==> src/rtl/core_column_readout_ctrl.sv <==
// Core column readout sequencer: broadcasts a trigger ID, walks the region token chain, forwards ToT words plus an EOE marker.
// Latency: first Read TOK_SETTLE+2 cycles after request acceptance; empty-event marker valid TOK_SETTLE+3 cycles after acceptance.
// Backpressure: a word is held on the output until OutReady; no new Read is issued while the output slot is occupied.
module core_column_readout_ctrl #(
    parameter int TRIG_ID_W  = 5,
    parameter int TOK_SETTLE = 2,
    parameter int MAX_WORDS  = 32
) (
    input  logic                 Clk,
    input  logic                 Reset,
    input  logic                 ReqValid,
    input  logic [TRIG_ID_W-1:0] ReqTrigId,
    output logic                 ReqReady,
    output logic [TRIG_ID_W-1:0] TrigIdReq,
    output logic                 TokIn,
    input  logic                 TokOut,
    output logic                 Read,
    input  logic [15:0]          DataIn,
    output logic                 OutValid,
    input  logic                 OutReady,
    output logic [15:0]          OutData,
    output logic [TRIG_ID_W-1:0] OutTrigId,
    output logic                 OutEoe,
    output logic                 OutTrunc
);

    localparam int CNT_W = $clog2(MAX_WORDS + 1);
    localparam int SET_W = 4;

    typedef enum logic [2:0] {
        IDLE,
        SETUP,
        CHECK,
        READ,
        GAP,
        EOE
    } state_t;

    state_t             state;
    logic [CNT_W-1:0]   count;
    logic [SET_W-1:0]   settle;
    logic               trunc;
    logic               slot_free;

    assign slot_free = !OutValid || OutReady;

    always_ff @(posedge Clk or negedge Reset) begin
        if (!Reset) begin
            state     <= IDLE;
            count     <= '0;
            settle    <= '0;
            trunc     <= 1'b0;
            ReqReady  <= 1'b1;
            TrigIdReq <= '0;
            TokIn     <= 1'b0;
            Read      <= 1'b0;
            OutValid  <= 1'b0;
            OutData   <= '0;
            OutTrigId <= '0;
            OutEoe    <= 1'b0;
            OutTrunc  <= 1'b0;
        end else begin
            // A handshake frees the slot; a load later in this block may refill it in the same cycle.
            if (OutValid && OutReady) begin
                OutValid <= 1'b0;
            end

            case (state)
                IDLE: begin
                    if (ReqValid) begin
                        TrigIdReq <= ReqTrigId;
                        OutTrigId <= ReqTrigId;
                        count     <= '0;
                        trunc     <= 1'b0;
                        settle    <= SET_W'(TOK_SETTLE);
                        ReqReady  <= 1'b0;
                        TokIn     <= 1'b1;
                        state     <= SETUP;
                    end
                end
                SETUP, GAP: begin
                    if (settle == SET_W'(1)) begin
                        state <= CHECK;
                    end else begin
                        settle <= settle - SET_W'(1);
                    end
                end
                CHECK: begin
                    if (TokOut) begin
                        state <= EOE;
                    end else if (count == CNT_W'(MAX_WORDS)) begin
                        trunc <= 1'b1;
                        state <= EOE;
                    end else if (slot_free) begin
                        Read  <= 1'b1;
                        state <= READ;
                    end
                end
                READ: begin
                    Read     <= 1'b0;
                    OutData  <= DataIn;
                    OutEoe   <= 1'b0;
                    OutTrunc <= 1'b0;
                    OutValid <= 1'b1;
                    count    <= count + CNT_W'(1);
                    settle   <= SET_W'(TOK_SETTLE);
                    state    <= GAP;
                end
                EOE: begin
                    if (slot_free) begin
                        OutData  <= {{(16-CNT_W){1'b0}}, count};
                        OutEoe   <= 1'b1;
                        OutTrunc <= trunc;
                        OutValid <= 1'b1;
                        TokIn    <= 1'b0;
                        ReqReady <= 1'b1;
                        state    <= IDLE;
                    end
                end
                default: begin
                    state <= IDLE;
                end
            endcase
        end
    end

endmodule

==> config.mk <==
export PLATFORM = sky130hd
export DESIGN_NAME = core_column_readout_ctrl
export DESIGN_NICKNAME = d
export VERILOG_FILES = /design/src/rtl/core_column_readout_ctrl.sv
export SDC_FILE = /design/constraint.sdc
export NUM_CORES = 1
export LEC_CHECK = 0
export ABC_AREA = 1
export CORE_ASPECT_RATIO = 1.4
export CORE_MARGIN = 2
export CORE_UTILIZATION = 45
export DETAILED_ROUTE_END_ITERATION = 16
export PLACE_DENSITY = 0.76
export REMOVE_ABC_BUFFERS = 1
export SLEW_MARGIN = 20
export SYNTH_ARGS = -nofsm -noshare
export SYNTH_HDL_FRONTEND = slang
export SYNTH_SLANG_ARGS = --single-unit
==> constraint.sdc <==
create_clock -name Clk -period 3.72 [get_ports Clk]
set_input_delay 0.744 -clock Clk [delete_from_list [all_inputs] [get_ports Clk]]
set_output_delay 0.744 -clock Clk [all_outputs]
set_load 0.03 [all_outputs]
==> reports/results.tsv, run 1 <==
stage	metric	value	unit
outcome	status	completed	
detailed_routing	viasPerCell	4.75	
synthesis	synth_area	2010	um2
setup_path	rr_worst_depth	6	
clocking	post_cts_buffers	0	
synthesis	synthTopCellsByCount	nand2_1, dfrtp_1, nand3_1	
synthesis	synth_area_leaders	dfrtp_1, nand2_1, nand3_1, inv_1, nor2_1	
setup_path	timing.rr.start	state[2]	
finish	antenna_cells	0	
detailed_routing	wl_per_cell	11.8	um
timing	finalMaxSlewViolations	0	
hold_path	hp-class	flip-flop to flip-flop	
setup_path	start_kind	flip-flop	
setup_path	path_class	flip-flop to output port	
finish	fillers	391	
finish	layout-drive-gt1-share	7.12	%
finish	regArea	1030	um2
grt	grt_max_degree	42	
die	num_rows	28	
hold_path	whs_path_depth	2	
timing	tightestPinTransition	0.898	ns
timing	fin_setup_tns	0	ns
synthesis	syn_area_per_cell	8.35	um2
setup_path	crit_chain	clkdlybuf4s50_1	
placed_design	port_buffers	57	
placed_design	routabilityCongestion	0.817	
synthesis	yosys.cell_types.count	25	
setup_path	crit_required	2.98	ns
grt	grt_usage	18.8	%
die	core_area	4270	um2
detailed_routing	antenna_left	0	
timing	finalSetupViolCount	0	
hold_path	worst_hold_startpoint	ReqReady	
synthesis	synth_seq_cells	41	
timing	fin_crit_sh	60.1	%
synthesis	yosysTopAreaCell	dfrtp_1	
synthesis	synth_top_area_share	49.8	%
synthesis	ys_warn_count	0	
clocking	numCtsBuffers	5	
detailed_routing	drc	0	
placed_design	dp_slack	1.44	ns
setup_path	cpPeakStageDelay	0.67	ns
grt	grt_overflow	0	
finish	multi_input_area	801	um2
synthesis	async_flop_share	100	%
setup_path	end_kind	output port	
setup_path	worstPathMaxFanout	2	
run	maxCapViolCount	0	
grt	grt_first_pass_wirelength	7.26	mm
detailed_routing	vias	1688	
hold_path	hold_end	ReqReady	
clocking	clk_latency	0.30	ns
die	start_util	47.1	%
finish	design_area	2660	um2
die	die_w	60.5	um
finish	fin_nets	324	
clocking	htreeDepth	2	
detailed_routing	firstDrtPassIters	4	
clocking	cts_sinks	41	
timing	worst_slack	1.48	ns
die	dieArea	5030	um2
timing	rsz0062_at_grt	false	
die	die_h	83.1	um
timing	hold_violations	0	
synthesis	synth_seq_area_share	51.1	%
timing	min_period	2.24	ns
setup_path	timing.rr.end	count[5]	
synthesis	syn_inst	241	
timing	max_freq	0.447	GHz
power	p_leak	1.30	nW
setup_path	ff2ff_setup_slack	1.67	ns
placed_design	place_area	2560	um2
synthesis	synth_edf_count	0	
power	max-vdd-ir-drop	546	uV
clocking	hold_buffers	0	
detailed_routing	first_iter_violations	39	
clocking	clock-root-buffer	clkbuf_8	
detailed_routing	routed_wl	4.18	mm
setup_path	crit_arrival	1.49	ns
power	power_density	841	nW/um2
grt	antenna_found_initial	0	
setup_path	cp_slowest_cell	clkdlybuf4s50_1	
setup_path	crit_family	buffers and inverters	
clocking	cts.path.max_buffers	2	
grt	grt_pass1_vias	1605	
clocking	cts.clk_slew.worst_paths	0.07	ns
finish	syn2layout_area_growth	32.0	%
timing	skew	0.00854	ns
finish	fin_util	62.1	%
clocking	cts_tree	built	
die	ios	58	
setup_path	cp_num_buf_inv	1	
placed_design	hpwl	2.93	mm
clocking	ctsResizeCount	0	
synthesis	synth_ff_type	dfrtp_1	
synthesis	synth.most_common_cell	nand2_1	
timing	slew_headroom	40.0	%
-- worst max-delay path by stage --
stage                  start        to  slack, ns  depth (start not counted)
floorplan           state[2]  count[5]       2.13                          6
global placement    ReqValid  count[5]       1.50                          6
detailed placement  ReqValid  count[5]       1.44                          6
CTS                 ReqReady  ReqReady       1.47                          1
global route        ReqReady  ReqReady       1.43                          1
finish              ReqReady  ReqReady       1.48                          1
-- per-stage QoR --
stage | hold WS (ns) | power (mW) | cells
2_1_floorplan | 0.448 | 1.49 | 230
3_3_place_gp | 0.468 | 1.93 | 347
3_5_place_dp | 0.473 | 1.95 | 347
4_1_cts | 0.485 | 2.25 | 355
5_1_grt | 0.520 | 2.40 | 355
6_report | 0.482 | 2.23 | 355
-- power by group --
group	leakage [nW]	total [mW]	switching [mW]	internal [mW]
clock	0.0455	0.298	0.147	0.151
combinational	0.741	1.19	0.723	0.470
sequential	0.512	0.743	0.119	0.624
total	1.30	2.23	0.988	1.25
-- cell families after synthesis --
kind of cell / synth area share, %
adder cells (fa/ha/maj): 2.49
buffers and inverters: 9.14
AO/OA/AOI/OAI: 7.90
AND/OR/NAND/NOR: 28.5
XOR/XNOR: 0.871
flip-flops: 51.1
-- area by class of cell --
cell class / instances / share of cell area (%)
flip-flops and latches: 41 / 38.7
multi-input cells: 164 / 30.2
repair buffers: 57 / 21.3
inverters: 25 / 3.63
clock buffers: 8 / 3.39
well taps: 60 / 2.83
-- routing by layer --
metal  track usage, %  up-vias  part of all wire [%]
met1             24.5      781                    44
li1                 -      860                     -
met4             7.11        0                   1.9
met5                0        -                     0
met3             4.52        7                   4.8
met2             29.8       40                    49
-- state kept, by name, indices dropped and copies added (netlist names), 3 cells and up --
signal,count
count,6
OutData,16
OutTrigId,5
state,3
settle,4
-- cell usage in the layout, fill, tap and decap left out --
master / instances
xnor2_1: 1
buf_2: 1
nand2_4: 2
o31ai_1: 1
inv_1: 24
nand2_2: 1
a21boi_1: 1
clkbuf_1: 2
inv_4: 1
o21ai_0: 9
clkdlybuf4s50_1: 56
xor2_1: 1
a21oi_1: 6
a31oi_1: 2
nand3_1: 25
nor2_2: 4
o22ai_1: 1
dfstp_2: 1
nor2_1: 17
nand2_1: 82
clkbuf_8: 6
nand4_1: 2
dfrtp_1: 40
a31oi_2: 4
ha_1: 4
nor2_4: 1
Power figures use the tool's default switching activity.
==> run 2: changes to the inputs <==
==> constraint.sdc (replaced) <==
create_clock -name Clk -period 2.1 [get_ports Clk]
set_input_delay 0.42 -clock Clk [delete_from_list [all_inputs] [get_ports Clk]]
set_output_delay 0.42 -clock Clk [all_outputs]
set_load 0.03 [all_outputs]
==> run 2 against run 1 <==
Clock-buffer cell count did not move. Via count rose by 2.7%. Worst setup slack got worse by 1.3 ns. Global-route usage rose by 0.11 points. Sequential cell count did not move. Total power rose by 77%. Clock skew rose by 0.0018 ns. Register-to-register slack got worse by 1.1 ns. Highest routed layer unchanged.
==> reports/results.tsv, run 2 (synthesis gave the netlist of run 1 again) <==
stage	metric	value	unit
setup_path	end_kind	output port	
detailed_routing	viasPerCell	4.81	
clocking	post_cts_buffers	0	
clocking	ctsResizeCount	0	
clocking	cts.path.max_buffers	2	
finish	largest_register	OutData	
finish	regArea	1030	um2
timing	hold_violations	0	
timing	fin_crit_sh	91.4	%
power	combPwrFrac	54.1	%
clocking	clk_latency	0.29	ns
timing	slew_headroom	57.7	%
timing	max_freq	0.521	GHz
die	num_rows	28	
die	dieArea	5030	um2
detailed_routing	wl_per_cell	11.8	um
finish	layout_commonest_cell	nand2_1	
setup_path	crit_arrival	1.50	ns
clocking	numCtsBuffers	5	
power	max-vdd-ir-drop	860	uV
clocking	cts.clk_slew.worst_paths	0.08	ns
grt	grt_overflow	0	
power	power_frac_clock	12.3	%
run	maxCapViolCount	0	
grt	grt_first_pass_wirelength	7.40	mm
setup_path	ff2ff_setup_slack	0.59	ns
timing	tightestPinTransition	0.634	ns
grt	grtUsageMet2	30.5	%
power	power_switching	1.76	mW
grt	grt_pass1_vias	1762	
detailed_routing	drc	0	
setup_path	crit_family	buffers and inverters	
timing	min_period	1.92	ns
setup_path	cp_num_buf_inv	1	
setup_path	crit_chain	clkdlybuf4s50_1	
timing	finalSetupViolCount	0	
timing	finalMaxSlewViolations	0	
hold_path	hp-class	input pin to asynchronous set/reset pin	
setup_path	cp_slowest_cell	clkdlybuf4s50_1	
timing	hold_slack	0.146	ns
grt	grt_usage	18.9	%
finish	multi_input_area	801	um2
finish	layout-drive-gt1-share	8.33	%
power	switching_share	44.6	%
detailed_routing	first_iter_violations	55	
setup_path	worstPathMaxFanout	2	
timing	rsz0062_at_grt	false	
setup_path	crit_required	1.68	ns
setup_path	start_kind	flip-flop	
outcome	status	completed	
finish	fin_util	62.8	%
clocking	clock-root-buffer	clkbuf_8	
grt	antenna_found_initial	0	
grt	grt_busiest_layer	met2	
detailed_routing	vias	1733	
detailed_routing	routed_wl	4.26	mm
die	die_h	83.1	um
die	die_w	60.5	um
clocking	cts_sinks	41	
power	power_density	1480	nW/um2
grt	grtUsageMet1	23.3	%
finish	syn2layout_area_growth	33.3	%
clocking	cts_tree	built	
die	ios	58	
grt	met3_usage	4.52	%
finish	antenna_cells	0	
power	p_leak	1.32	nW
setup_path	cpPeakStageDelay	0.66	ns
grt	grt_max_degree	29	
finish	largest_reg_flops	16	
power	seqPwrFrac	33.6	%
clocking	htreeDepth	2	
placed_design	port_buffers	57	
die	core_area	4270	um2
finish	fin_nets	329	
setup_path	path_class	flip-flop to output port	
placed_design	routabilityCongestion	0.800	
timing	skew	0.0103	ns
timing	fin_setup_tns	0	ns
die	start_util	47.1	%
detailed_routing	firstDrtPassIters	4	
power	internal_power	2.19	mW
placed_design	hpwl	3.14	mm
finish	fillers	388	
finish	final_cell_mix	nand2_1, clkdlybuf4s50_1, dfrtp_1	
finish	top_regs	OutData x16, count x6, OutTrigId x5	
detailed_routing	antenna_left	0	
clocking	hold_buffers	0	
==> run 2: cell count changes in the layout (fill, tap and decap cells not counted) <==
| cell | change |
|---|---|
| clkbuf_8 | -1 |
| buf_4 | +5 |
| clkbuf_1 | +1 |
==> run 2: worst paths after layout <==
kind                       startpoint         end  cells past startpoint
max reg2reg                  state[2]    count[5]                      6
max in group asynchronous       Reset  OutData[9]                      2
min in group Clk                TokIn       TokIn                      2
min                             Reset   settle[3]                      1
max                          ReqReady    ReqReady                      1
min reg2reg                     TokIn       TokIn                      2
==> run 2: per-layer routing <==
metal | up-vias | wire length (um)
li1 | 871 | -
met1 | 811 | 1870
met2 | 41 | 2110
met3 | 10 | 175
met4 | 0 | 106
met5 | - | 0
==> run 2: power groups by stage <==
stage	Combinational [mW]	Clock, mW	Sequential [mW]
after floorplan	0.758	0	1.87
after global placement	2.12	0	1.33
after detailed placement	2.15	0	1.34
after CTS	2.16	0.495	1.33
after global routing	2.33	0.529	1.37
final	2.14	0.487	1.33
==> run 2: layout make-up <==
class,instances,area share (%)
Multi-Input combinational cell,164,29.9
Tap cell,60,2.80
Clock buffer,8,2.99
Sequential cell,41,38.3
Timing Repair Buffer,62,22.5
Inverter,25,3.59
==> run 2: through the flow <==
step	total power, mW	worst slack, ns	instances	cell area, um2
after floorplan	2.63	0.505	230	1920
after global placement	3.45	0.392	352	2600
after detailed placement	3.49	0.320	352	2600
after CTS	3.98	0.176	360	2680
after global routing	4.24	0.159	360	2680
final	3.96	0.181	360	2680
